`src/rtl/cpu_control_fsm.sv`:
```
// cpu_control_fsm: multi-cycle Moore sequencer driving every enable and mux select of the CPU datapath.
// Latency: 4-6 cycles FETCH to FETCH by instruction class; outputs decode state and instr combinationally.
// No backpressure: advances every cycle; while reset is high all enables and selects are forced to 0.
module cpu_control_fsm #(
  parameter int REG_WIDTH  = 16,
  parameter int FLAG_WIDTH = 5,
  parameter int STATE_BITS = 4
) (
  input  logic                  clk,
  input  logic                  reset,
  input  logic [REG_WIDTH-1:0]  instr,
  input  logic [FLAG_WIDTH-1:0] flags,
  output logic                  ir_we,
  output logic                  pc_we,
  output logic                  rf_we,
  output logic                  mem_we,
  output logic                  flags_we,
  output logic [1:0]            muxrf_select,
  output logic                  muxpc_select,
  output logic                  muxmem_select,
  output logic                  muxa_select,
  output logic [1:0]            muxb_select,
  output logic                  alu_op_select,
  output logic                  alu_force_add,
  output logic [STATE_BITS-1:0] state
);

  localparam logic [STATE_BITS-1:0] S_FETCH  = STATE_BITS'(0);
  localparam logic [STATE_BITS-1:0] S_IRLD   = STATE_BITS'(1);
  localparam logic [STATE_BITS-1:0] S_DECODE = STATE_BITS'(2);
  localparam logic [STATE_BITS-1:0] S_ALU    = STATE_BITS'(3);
  localparam logic [STATE_BITS-1:0] S_ALUI   = STATE_BITS'(4);
  localparam logic [STATE_BITS-1:0] S_MOV    = STATE_BITS'(5);
  localparam logic [STATE_BITS-1:0] S_MOVI   = STATE_BITS'(6);
  localparam logic [STATE_BITS-1:0] S_LOAD   = STATE_BITS'(7);
  localparam logic [STATE_BITS-1:0] S_LDWB   = STATE_BITS'(8);
  localparam logic [STATE_BITS-1:0] S_STORE  = STATE_BITS'(9);
  localparam logic [STATE_BITS-1:0] S_BRANCH = STATE_BITS'(10);
  localparam logic [STATE_BITS-1:0] S_JUMP   = STATE_BITS'(11);
  localparam logic [STATE_BITS-1:0] S_PCINC  = STATE_BITS'(12);

  localparam logic [3:0] OP_REG    = 4'h0;
  localparam logic [3:0] OP_MEMJMP = 4'h4;
  localparam logic [3:0] OP_BCOND  = 4'hC;
  localparam logic [3:0] OP_MOVI   = 4'hD;
  localparam logic [3:0] OP_LUI    = 4'hF;
  localparam logic [3:0] CODE_CMP  = 4'hB;
  localparam logic [3:0] EXT_MOV   = 4'hD;
  localparam logic [3:0] EXT_LOAD  = 4'h0;
  localparam logic [3:0] EXT_STORE = 4'h4;
  localparam logic [3:0] EXT_JUMP  = 4'hC;

  logic [STATE_BITS-1:0] state_q, state_d;
  logic [3:0]            opcode, cond, ext;
  logic                  cond_true;
  logic                  f_c, f_l, f_f, f_z, f_n;
  logic                  unused_src;

  assign opcode     = instr[15:12];
  assign cond       = instr[11:8];
  assign ext        = instr[7:4];
  assign unused_src = ^instr[3:0];

  assign f_c = flags[4];
  assign f_l = flags[3];
  assign f_f = flags[2];
  assign f_z = flags[1];
  assign f_n = flags[0];

  // ALU operation codes shared by the register form (ext) and immediate form (opcode)
  function automatic logic is_alu_code(input logic [3:0] code);
    return code inside {4'h5, 4'h9, 4'hB, 4'h1, 4'h2, 4'h3};
  endfunction

  // Branch/jump condition evaluated against the live flags register
  always_comb begin
    cond_true = 1'b0;
    case (cond)
      4'h0: cond_true = f_z;
      4'h1: cond_true = !f_z;
      4'h2: cond_true = f_c;
      4'h3: cond_true = !f_c;
      4'h4: cond_true = f_l;
      4'h5: cond_true = !f_l;
      4'h6: cond_true = f_n;
      4'h7: cond_true = !f_n;
      4'h8: cond_true = f_f;
      4'h9: cond_true = !f_f;
      4'hA: cond_true = !f_l && !f_z;
      4'hB: cond_true = f_l || f_z;
      4'hC: cond_true = !f_n && !f_z;
      4'hD: cond_true = f_n || f_z;
      4'hE: cond_true = 1'b1;
      4'hF: cond_true = 1'b0;
    endcase
  end

  // State register; reset returns to FETCH and abandons any instruction in flight
  always_ff @(posedge clk) begin
    if (reset) begin
      state_q <= S_FETCH;
    end else begin
      state_q <= state_d;
    end
  end

  // Next-state: fixed fetch/decode prologue, dispatch in DECODE, all paths close through FETCH
  always_comb begin
    state_d = S_FETCH;
    case (state_q)
      S_FETCH:  state_d = S_IRLD;
      S_IRLD:   state_d = S_DECODE;
      S_DECODE: begin
        state_d = S_PCINC;
        if (opcode == OP_REG) begin
          if (is_alu_code(ext))   state_d = S_ALU;
          else if (ext == EXT_MOV) state_d = S_MOV;
        end else if (is_alu_code(opcode)) begin
          state_d = S_ALUI;
        end else if (opcode == OP_MOVI || opcode == OP_LUI) begin
          state_d = S_MOVI;
        end else if (opcode == OP_MEMJMP) begin
          if (ext == EXT_LOAD)       state_d = S_LOAD;
          else if (ext == EXT_STORE) state_d = S_STORE;
          else if (ext == EXT_JUMP)  state_d = S_JUMP;
        end else if (opcode == OP_BCOND) begin
          state_d = S_BRANCH;
        end
      end
      S_ALU, S_ALUI, S_MOV, S_MOVI, S_STORE, S_LDWB: state_d = S_PCINC;
      S_LOAD:   state_d = S_LDWB;
      S_BRANCH, S_JUMP: state_d = cond_true ? S_FETCH : S_PCINC;
      S_PCINC:  state_d = S_FETCH;
      default:  state_d = S_FETCH;
    endcase
  end

  // Moore outputs from state (and instr fields); everything held at 0 while reset is asserted
  always_comb begin
    ir_we         = 1'b0;
    pc_we         = 1'b0;
    rf_we         = 1'b0;
    mem_we        = 1'b0;
    flags_we      = 1'b0;
    muxrf_select  = 2'd0;
    muxpc_select  = 1'b0;
    muxmem_select = 1'b0;
    muxa_select   = 1'b0;
    muxb_select   = 2'd0;
    alu_op_select = 1'b0;
    alu_force_add = 1'b0;
    state         = S_FETCH;
    if (!reset) begin
      state = state_q;
      case (state_q)
        S_FETCH:  muxmem_select = 1'b1;
        S_IRLD:   ir_we = 1'b1;
        S_ALU: begin
          flags_we = 1'b1;
          rf_we    = (ext != CODE_CMP);
        end
        S_ALUI: begin
          alu_op_select = 1'b1;
          muxb_select   = 2'd1;
          flags_we      = 1'b1;
          rf_we         = (opcode != CODE_CMP);
        end
        S_MOV: begin
          rf_we        = 1'b1;
          muxrf_select = 2'd2;
        end
        S_MOVI: begin
          rf_we        = 1'b1;
          muxrf_select = 2'd3;
        end
        S_LDWB: begin
          rf_we        = 1'b1;
          muxrf_select = 2'd1;
        end
        S_STORE:  mem_we = 1'b1;
        S_BRANCH: begin
          muxa_select   = 1'b1;
          muxb_select   = 2'd1;
          alu_force_add = 1'b1;
          pc_we         = cond_true;
        end
        S_JUMP: begin
          muxpc_select = 1'b1;
          pc_we        = cond_true;
        end
        S_PCINC: begin
          muxa_select   = 1'b1;
          muxb_select   = 2'd2;
          alu_force_add = 1'b1;
          pc_we         = 1'b1;
        end
        default: ;
      endcase
    end
  end

endmodule

```
`config.mk`:
```
export PLATFORM = sky130hd
export DESIGN_NAME = cpu_control_fsm
export DESIGN_NICKNAME = d
export VERILOG_FILES = /design/src/rtl/cpu_control_fsm.sv
export SDC_FILE = /design/constraint.sdc
export NUM_CORES = 1
export LEC_CHECK = 0
export CORE_ASPECT_RATIO = 1.1
export CORE_MARGIN = 2
export CORE_UTILIZATION = 25
export DETAILED_ROUTE_END_ITERATION = 10
export PLACE_DENSITY = 0.55
export SLEW_MARGIN = 20
export SYNTH_ARGS = -nofsm -noshare
export SYNTH_HDL_FRONTEND = slang
export SYNTH_SLANG_ARGS = --single-unit
```
`constraint.sdc`:
```
create_clock -name clk -period 1.7 [get_ports clk]
set_clock_uncertainty 0.05 [all_clocks]
set_input_delay 0.34 -clock clk [delete_from_list [all_inputs] [get_ports clk]]
set_output_delay 0.34 -clock clk [all_outputs]
set_load 0.02 [all_outputs]
```
# --- Word level (Yosys, flattened, before mapping) ---
# Cells that the tools add are included.
totals:
  ff_bits: 4
  in_bits: 23
  output_inout_bits: 18
  elab_cells: 107
classes:
  n_eq_ne: 48
  mux: 36
  n_reduce_logical: 22
op_table:
  columns: ["cell", "count"]
  rows:
  - ["== test 4 bit, second input constant", 22]
  - ["== test 4 x 3 -> 1 bit, second input constant", 12]
  - ["two-way mux 4 bit", 9]
  - ["== test 4 x 2 -> 1 bit, second input constant", 8]
  - ["case mux 4 bit (6 select lines)", 1]
  - ["== test 4 x 1 -> 1 bit, second input constant", 4]
  - ["logical NOT 4 bit", 4]
  - ["two-way mux 1 bit", 16]
  - ["case mux 1 bit (16 select lines)", 1]
  - ["nonzero test 6 bit", 2]
  - ["two-way mux 3 bit", 3]
  - ["!= test 4 bit, second input constant", 2]
  - ["OR reduction 2 bit", 4]
  - ["case mux 2 bit (3 select lines)", 1]
  - ["OR reduction 6 bit", 1]
  - ["logical NOT 1 bit", 5]
  - ["two-way mux 2 bit", 2]
  - ["case mux 2 bit (2 select lines)", 1]
  - ["logical OR 1 bit", 3]
  - ["case mux 1 bit (3 select lines)", 1]
  - ["OR reduction 3 bit", 1]
  - ["logical AND 1 bit", 2]
  - ["case mux 1 bit (2 select lines)", 1]

# --- Longest topological paths before layout ---
# Gate-level depths: netlist (run 1).
logic_depth:
  word_depth: 9
  mapped_depth: 6

# --- Worst setup path after synthesis (run 1) ---
# Ideal clock, no wire load.
synth_path:
  kind: "reg2out"
  startpoint: "register state_q[1]"
  endpoint: "output port muxa_select"
  arrival_time_ns: 2.031
  setup_slack_ns: -0.721
  stages_incl_launch_ff: 6
  n_path_buf: 3
  path_cell_list: "dfxtp_1 > clkbuf_1 > clkbuf_1 > xnor2_1 > nor4b_1 > buf_4"
synth_between:
  elab_chain_cells: 4
  word_cells_on_any_way: 5
  classes_between: "2 x eq/ne; 2 x mux; 1 x reduce/logical"
synth_rtl:
  columns: ["element", "line_no", "rtl"]
  rows:
  - ["from (decl)", "53", "logic [STATE_BITS-1:0] state_q, state_d;"]
  - ["from (signal assigned)", "103", "state_q <= state_d;"]
  - ["== test 4 bit", null, null]
  - ["OR reduction 2 bit (no source line) (*)", null, null]
  - ["two-way mux 1 bit (*) (2 in series)", null, null]
  - ["to (decl)", "21", "output logic muxa_select,"]
# Every way passes the cells marked *; elsewhere a longest branch is shown, timed or not.

# --- Final worst setup path (run 1) ---
layout_path:
  startpoint: "input port instr[8]"
  endpoint: "output port pc_we"
layout_between:
  elab_chain_cells: 4
  word_cells_on_any_way: 19
  classes_between: "15 x eq/ne; 3 x mux; 1 x reduce/logical"
layout_rtl:
  columns: ["element", "line_no", "rtl"]
  rows:
  - ["from (decl)", "11", "input logic [REG_WIDTH-1:0] instr,"]
  - ["== test 4 bit (tied with other cells)", "78", "case (cond)"]
  - ["case mux 1 bit (16 select lines) (*)", "78", null]
  - ["case mux 1 bit (2 select lines) (*)", "155", "case (state_q)"]
  - ["two-way mux 1 bit (*)", "153", "if (!reset) begin"]
  - ["to (decl)", "14", "output logic pc_we,"]
# Marks and branches as above.

==> metrics.md, run 1 <==
| Metric | Value |
|---|---|
| WHS Endpoint | `state_q[0]` |
| RePlAce Congestion | `approximately 0.88` |
| Max-slew violations | `0` |
| Reg2reg start | `state_q[2]` |
| Fmax | `roughly 0.53 GHz` |
| Post-synth cell types | `44` |
| Clock Latency Late Sink | `around 240 ps` |
| Fin crit share | `111.7%` |
| Max cap viols | `0` |
| Biggest regs | `state_q: 4 flops` |
| Non-filler instance count after layout | `around 240` |
| 1st-iter DRT viols | `18` |
| First-pass GRT wire length | `5.595 mm` |
| Commonest cells in the netlist | `nor2_1 (12), clkbuf_1 (10), nor3_1 (10)` |
| Reg2reg end | `state_q[2]` |
| Layout Area Growth over Synthesis | `139.1%` |
| Yosys top cell by area | `dfxtp_1` |
| Synthesized flop and latch total | `4` |
| Via count | `~1300` |
| Final instance area | `1927 um2` |
| Routed wire length per instance | `about 15 um` |
| Core area | `just over 3000 um2` |
| Hold Crit Start | `state_q[2]` |
| CP Max Fanout | `5` |
| Crit path kind | `input pin to primary output` |
| Die Y-Extent | `roughly 64 um` |
| Cell with the most instances after synthesis | `nor2_1` |
| Clk buf depth | `2` |
| Grt total ovfl | `0` |
| Clock share of power | `5.5%` |
| DRC | `0` |
| CTS HTree Levels | `1` |
| Dpl cell area | `1555 um2` |
| YS warnings | `0` |
| TritonCTS Sinks | `4` |
| Placed insts | `approximately 220` |
| Cells after Synth | `approximately 120` |
| Min Tclk post-route | `between 1500 and 2000 ps` |
| Min-delay worst type | `flip-flop to flip-flop` |
| I/O pins | `between 40 and 50` |
| Largest net degree at the start of global routing | `12` |
| FP Rows | `21` |
| Layout Nets | `between 200 and 250` |
| Reg clk slew, reported paths | `40 ps` |
| CP startpoint kind | `input pin` |
| Antenna Violating Nets Remaining | `0` |
| Final WL | `approximately 3.6 mm` |
| Detailed Place HPWL | `2.353 mm` |
| Syn_nets | `147` |
| CTS Hold Bufs | `0` |
| Post-synth EDFFs | `0` |
| Worst slew pin tran | `approximately 400 ps` |
| Synth top area cells | `dfxtp_1 (9.9%), nor2b_1 (6.2%), nor3_1 (6.2%)` |
| Syn Area/Cell | `roughly 6.5 um2` |
| Sw power | `between 0.9 and 1 mW` |
| Starting Density | `a little over a quarter` |
| Layout cells sized above 1 | `between 60% and 70%` |
| RSZ-0062 raised after global routing | `yes` |
| Root buffer cell | `clkbuf_4` |
| R2R setup slack | `160 ps` |
| Leakage | `between 0.7 and 0.8 nW` |
| Worst vdd ir | `around 670 uV` |
| Synth top area share | `9.938%` |
| Worst Path Required | `~1300 ps` |
| TritonCTS clock tree | `done` |
| GRT Util Overall | `between 10% and 20%` |
| Crit. End Element | `primary output` |
| Vias in the first global route | `between 1000 and 1500` |
| Final Worst Setup Slack | `-198.6 ps` |
| Main synth FF type | `dfxtp_1` |
| Post-Syn Area | `just over 800 um2` |
| R2R depth | `8` |
| Worst Path Arrival | `1510 ps` |
| # setup viols final | `6` |
| Initial antenna violation count | `0` |
| Sequential share of power | `around an eighth` |
| Worst Hold Path Cells | `2` |
| DR pass1 iterations | `4` |
| Failing checks | `negative setup slack` |
| N_diodes | `0` |
| Die area | `3694 um2` |
| Top reg by flops | `state_q` |
| Comb power frac | `roughly 83%` |
| Pwr/cell area | `between 1000 and 1500 nW/um2` |
| Net Sw Frac | `43.64%` |
| Port bufs | `36` |
| Dpl ws | `-1207 ps` |
| Ys async rst share | `0%` |
| Sequential-to-total area share from yosys stat | `9.938%` |
| Int Power | `around 1.3 mW` |
| Final Hold Fails | `0` |
| Slew Limit Headroom | `73.46%` |
| Avg Vias per Cell | `roughly 5.5` |
| CTS Buf Count | `3` |
| Die Wd | `a little under 60 um` |
| Status | `finished, violations left` |
| Largest register FFs | `4` |
-- metrics by stage --
stage	total power, mW	TNS (ps)	hold WS (ps)	utilization (%)
2_1_floorplan	0.8826	-173.6	444.9	-
3_3_place_gp	1.516	-12750	598.2	50.59
3_5_place_dp	1.524	-12980	580.9	50.59
4_1_cts	1.881	-376.4	529.4	56.78
5_1_grt	2.375	-1046	601.4	62.68
6_report	2.236	-532.5	590.1	62.68
-- repair_timing --
item / in CTS / in global routing
endpoints found under the setup margin: 20 / 16
pin swaps: 19 / 14
endpoints found under the hold margin: 0 / 0
resized for setup: 179 / 47
setup buffers: 3 / 5
-- worst max path at each step --
stage	depth (start not counted)	end	slack [ps]	from
6_report	7	pc_we	-200	instr[8]
5_1_grt	7	pc_we	-260	instr[8]
4_1_cts	7	pc_we	-180	instr[11]
3_5_place_dp	7	pc_we	-1210	instr[10]
3_3_place_gp	7	pc_we	-1150	instr[10]
2_1_floorplan	6	pc_we	-110	instr[10]
-- worst max-delay path, cell delays in order --
cell,delay (ps)
clkbuf_4,160
xor2_2,190
a31oi_1,180
o22a_1,200
a31oi_1,100
a31o_1,200
buf_6,130
-- per-layer routing --
layer	track usage, %	share of wire [%]	wire [um]	vias to the layer above
met1	20.89	38	1375	618
met2	36.79	55	2001	41
met3	1.848	4.2	151	8
li1	-	-	-	625
met4	6.395	2.4	87	0
met5	0	0	0	-
-- layout make-up --
type / instances / area, um2
clock buffer: 3 / 22.52
fill: 264 / 1147
inverter: 2 / 12.51
multi-input combinational: 105 / 983.4
sequential: 4 / 95.09
tap: 34 / 42.54
timing repair buffer: 87 / 770.7
-- kinds of logic after synthesis --
kind of cell | share of synthesized area [%]
and+or+nand+nor | 43.01
AOI/OAI and AO/OA | 33.08
buffers and inverters | 8.074
DFF | 9.938
xor gates and xnor gates | 3.261
muxes | 2.640
-- power groups by stage --
stage	combinational, mW	sequential, mW	clock, mW
2_1_floorplan	0.736	0.146	0
5_1_grt	1.97	0.267	0.133
3_3_place_gp	1.31	0.202	0
6_report	1.85	0.261	0.122
3_5_place_dp	1.32	0.200	0
4_1_cts	1.52	0.236	0.124
-- cells in the final DEF, fill, tap and decap left out, types with 3 or more instances in the layout --
master	count
nor2_4	4
a21oi_2	3
nor2b_4	5
nor3_2	3
nand2_2	3
nor3_1	3
buf_6	21
nor4_1	3
dfxtp_4	4
o21ai_0	4
clkbuf_4	4
a31oi_1	3
buf_2	6
a21oi_1	4
nor3b_2	3
nor2_1	7
nand2_1	4
dlygate4sd2_1	8
clkbuf_2	4
nor2b_1	3
nor3_4	4
buf_8	3
buf_4	40
Note: power is estimated with default switching activity, not from simulation.
==> inputs of run 2 (changes only) <==
- CORE_MARGIN: 2 -> 10
- CTS_BUF_LIST: unset -> sky130_fd_sc_hd__clkbuf_8
==> metrics.md, run 2 (synthesis results as in run 1) <==
| Metric | Value |
|---|---|
| Status | `finished, violations left` |
| Failing checks | `negative setup slack` |
| Fmax | `0.5386 GHz (+2.3%)` |
| Worst path cell trace | `buf_8 > or2_4 > o31ai_4 > o32ai_2 > a31oi_1 > a31o_1 > buf_6` |
| Crit path kind | `input pin to primary output` |
| Register area | `92.59 um2 (-2.6%)` |
| Biggest regs | `state_q: 4 flops` |
| Worst vdd ir | `595.9 uV (-11%)` |
| Clock Latency Late Sink | `220 ps (-20 ps)` |
| CP startpoint kind | `input pin` |
| Filler cells | `282 (+6.8%)` |
| Detailed Place HPWL | `2.749 mm (+17%)` |
| CTS Buf Count | `3 (unchanged)` |
| Die area | `5897 um2 (+60%)` |
| Top reg by flops | `state_q` |
| Slowest-stage cell, CP | `or2_4` |
| Leakage | `0.7585 nW (-4.9%)` |
| GRT Util Overall | `11.84% (-7.2 points)` |
| Worst path top cell family by delay | `compound AO/OA/AOI/OAI gates` |
| Clk buf depth | `2 (unchanged)` |
| Pwr/cell area | `1135 nW/um2 (-2.2%)` |
| Antenna Violating Nets Remaining | `0 (unchanged)` |
| Dpl cell area | `1555 um2 (unchanged)` |
| I/O pins | `41 (unchanged)` |
| Dpl ws | `-1184 ps (+23.10 ps)` |
| Layout cells sized above 1 | `65.15% (-1.0 points)` |
| CP max stage delay | `280 ps (+80 ps)` |
| DR pass1 iterations | `4 (unchanged)` |
| Footprint of the multi-input gates | `953.4 um2 (-3.1%)` |
| FP Rows | `21 (unchanged)` |
| Max cap viols | `0 (unchanged)` |
| Most common cell after layout, fill and taps aside | `buf_4` |
| First-pass GRT wire length | `5.871 mm (+4.9%)` |
| Most frequent cells in the layout | `buf_4 (47), buf_6 (11), buf_2 (10)` |
| Starting Density | `26.21% (unchanged)` |
| Port bufs | `36 (unchanged)` |
| Min Tclk post-route | `1857 ps (-42.03 ps)` |
| Initial antenna violation count | `0 (unchanged)` |
| Final Worst Setup Slack | `-156.5 ps (+42.03 ps)` |
| Core area | `3074 um2 (unchanged)` |
| Metal-1 WL | `1.516 mm (+10%)` |
| DRC | `0 (unchanged)` |
| RSZ-0062 raised after global routing | `yes` |
| Routed wire length per instance | `15.99 um (+3.9%)` |
| Max Used Layer | `met4` |
| TritonCTS clock tree | `done` |
| Vias in the first global route | `1300 (+3.5%)` |
| Largest net degree at the start of global routing | `12 (unchanged)` |
| RePlAce Congestion | `0.9025 (+2.2%)` |
| Grt total ovfl | `0 (unchanged)` |
| Die Y-Extent | `79.55 um (+25%)` |
| Met3 WL | `163 um (+7.9%)` |
| Final instance area | `1818 um2 (-5.6%)` |
| N_diodes | `0 (unchanged)` |
| Met2 WL | `1.931 mm (-3.5%)` |
| Fin crit share | `109.2% (-2.5 points)` |
| Worst Path Arrival | `1470 ps (-40 ps)` |
| Avg Vias per Cell | `5.491 (-0.12%)` |
| Final WL | `3.709 mm (+2.6%)` |
| CP Max Fanout | `7 (+2)` |
| Crit path buf inv count | `2 (unchanged)` |
| Worst Path Required | `1310 ps (about the same)` |
| Min-delay worst type | `flip-flop to flip-flop` |
| Final Hold Fails | `0 (unchanged)` |
| TritonCTS Sinks | `4 (unchanged)` |
| Largest register FFs | `4 (unchanged)` |
| Die Wd | `74.13 um (+28%)` |
| Root buffer cell | `clkbuf_8` |
| Reg clk slew, reported paths | `30 ps (about the same)` |
| Worst slew pin tran | `395.3 ps (-1.522 ps)` |
| Slew Limit Headroom | `72.97% (-0.50 points)` |
| Crit. End Element | `primary output` |
| Max-slew violations | `0 (unchanged)` |
| # setup viols final | `2 (-4)` |
| Via count | `1274 (-1.4%)` |
| CTS HTree Levels | `1 (unchanged)` |
| Layout Area Growth over Synthesis | `125.6%` |
| Layout Nets | `223 (-1.3%)` |
| 1st-iter DRT viols | `101 (+83)` |
==> run 2: worst reg2reg max path, cell delays in order (launching register included) <==
cell and delay [ps]:
dfxtp_4 370, buf_4 190, a21oi_1 180, xnor2_1 130, nor2_1 80, o21a_1 110
a211o_1 250
==> run 2: repair_timing <==
item,4_1_cts,5_1_grt
pin swaps,21,7
resized for setup,169,30
hold buffers,0,0
setup endpoints to repair,21,17
setup buffers,3,3
==> run 2: area by class of cell <==
| type | count | share of cell area (%) |
|---|---|---|
| clock buffer | 3 | 2.271 |
| inverter | 2 | 0.5506 |
| multi-input combinational | 105 | 52.44 |
| sequential | 4 | 5.093 |
| tap | 34 | 2.340 |
| timing repair buffer | 84 | 37.30 |
==> run 2: per-layer routing <==
layer	track usage, %	vias to the layer above
met5	0	-
met4	4.291	0
met3	2.861	10
met2	20.56	41
met1	13.47	600
li1	-	623
==> run 2: power breakdown <==
group	internal (mW)	total (mW)	switching, mW
registers	0.155	0.245	0.0899
clock network	0.151	0.200	0.0493
logic	0.862	1.62	0.756
total	1.17	2.06	0.895
==> run 2: through the flow <==
| step | util, % | setup TNS (ps) | total power [mW] | hold WS [ps] | std cells |
|---|---|---|---|---|---|
| floorplan | - | -173.6 | 0.8826 | 444.9 | 124 |
| global placement | 50.59 | -12740 | 1.532 | 619.4 | 224 |
| detailed placement | 50.59 | -13090 | 1.551 | 618.6 | 224 |
| CTS | 55.15 | -176.9 | 1.867 | 579.0 | 229 |
| global route | 59.14 | -453.7 | 2.199 | 636.8 | 232 |
| finish | 59.14 | -158.3 | 2.063 | 599.4 | 232 |
==> run 2: final timing paths <==
path / from / to / slack, ps / cells after the start
max: instr[11] / pc_we / -160 / 7
min: state_q[3] / state_q[0] / 600 / 3
max reg2reg: state_q[0] / state_q[3] / 220 / 6
min reg2reg: state_q[3] / state_q[0] / 600 / 3
==> inputs of run 3 (changes only) <==
- ABC_CLOCK_PERIOD_IN_PS: unset -> 1700
==> results of run 3 <==
Final layout, timing and power as in run 2 (identical DEF).
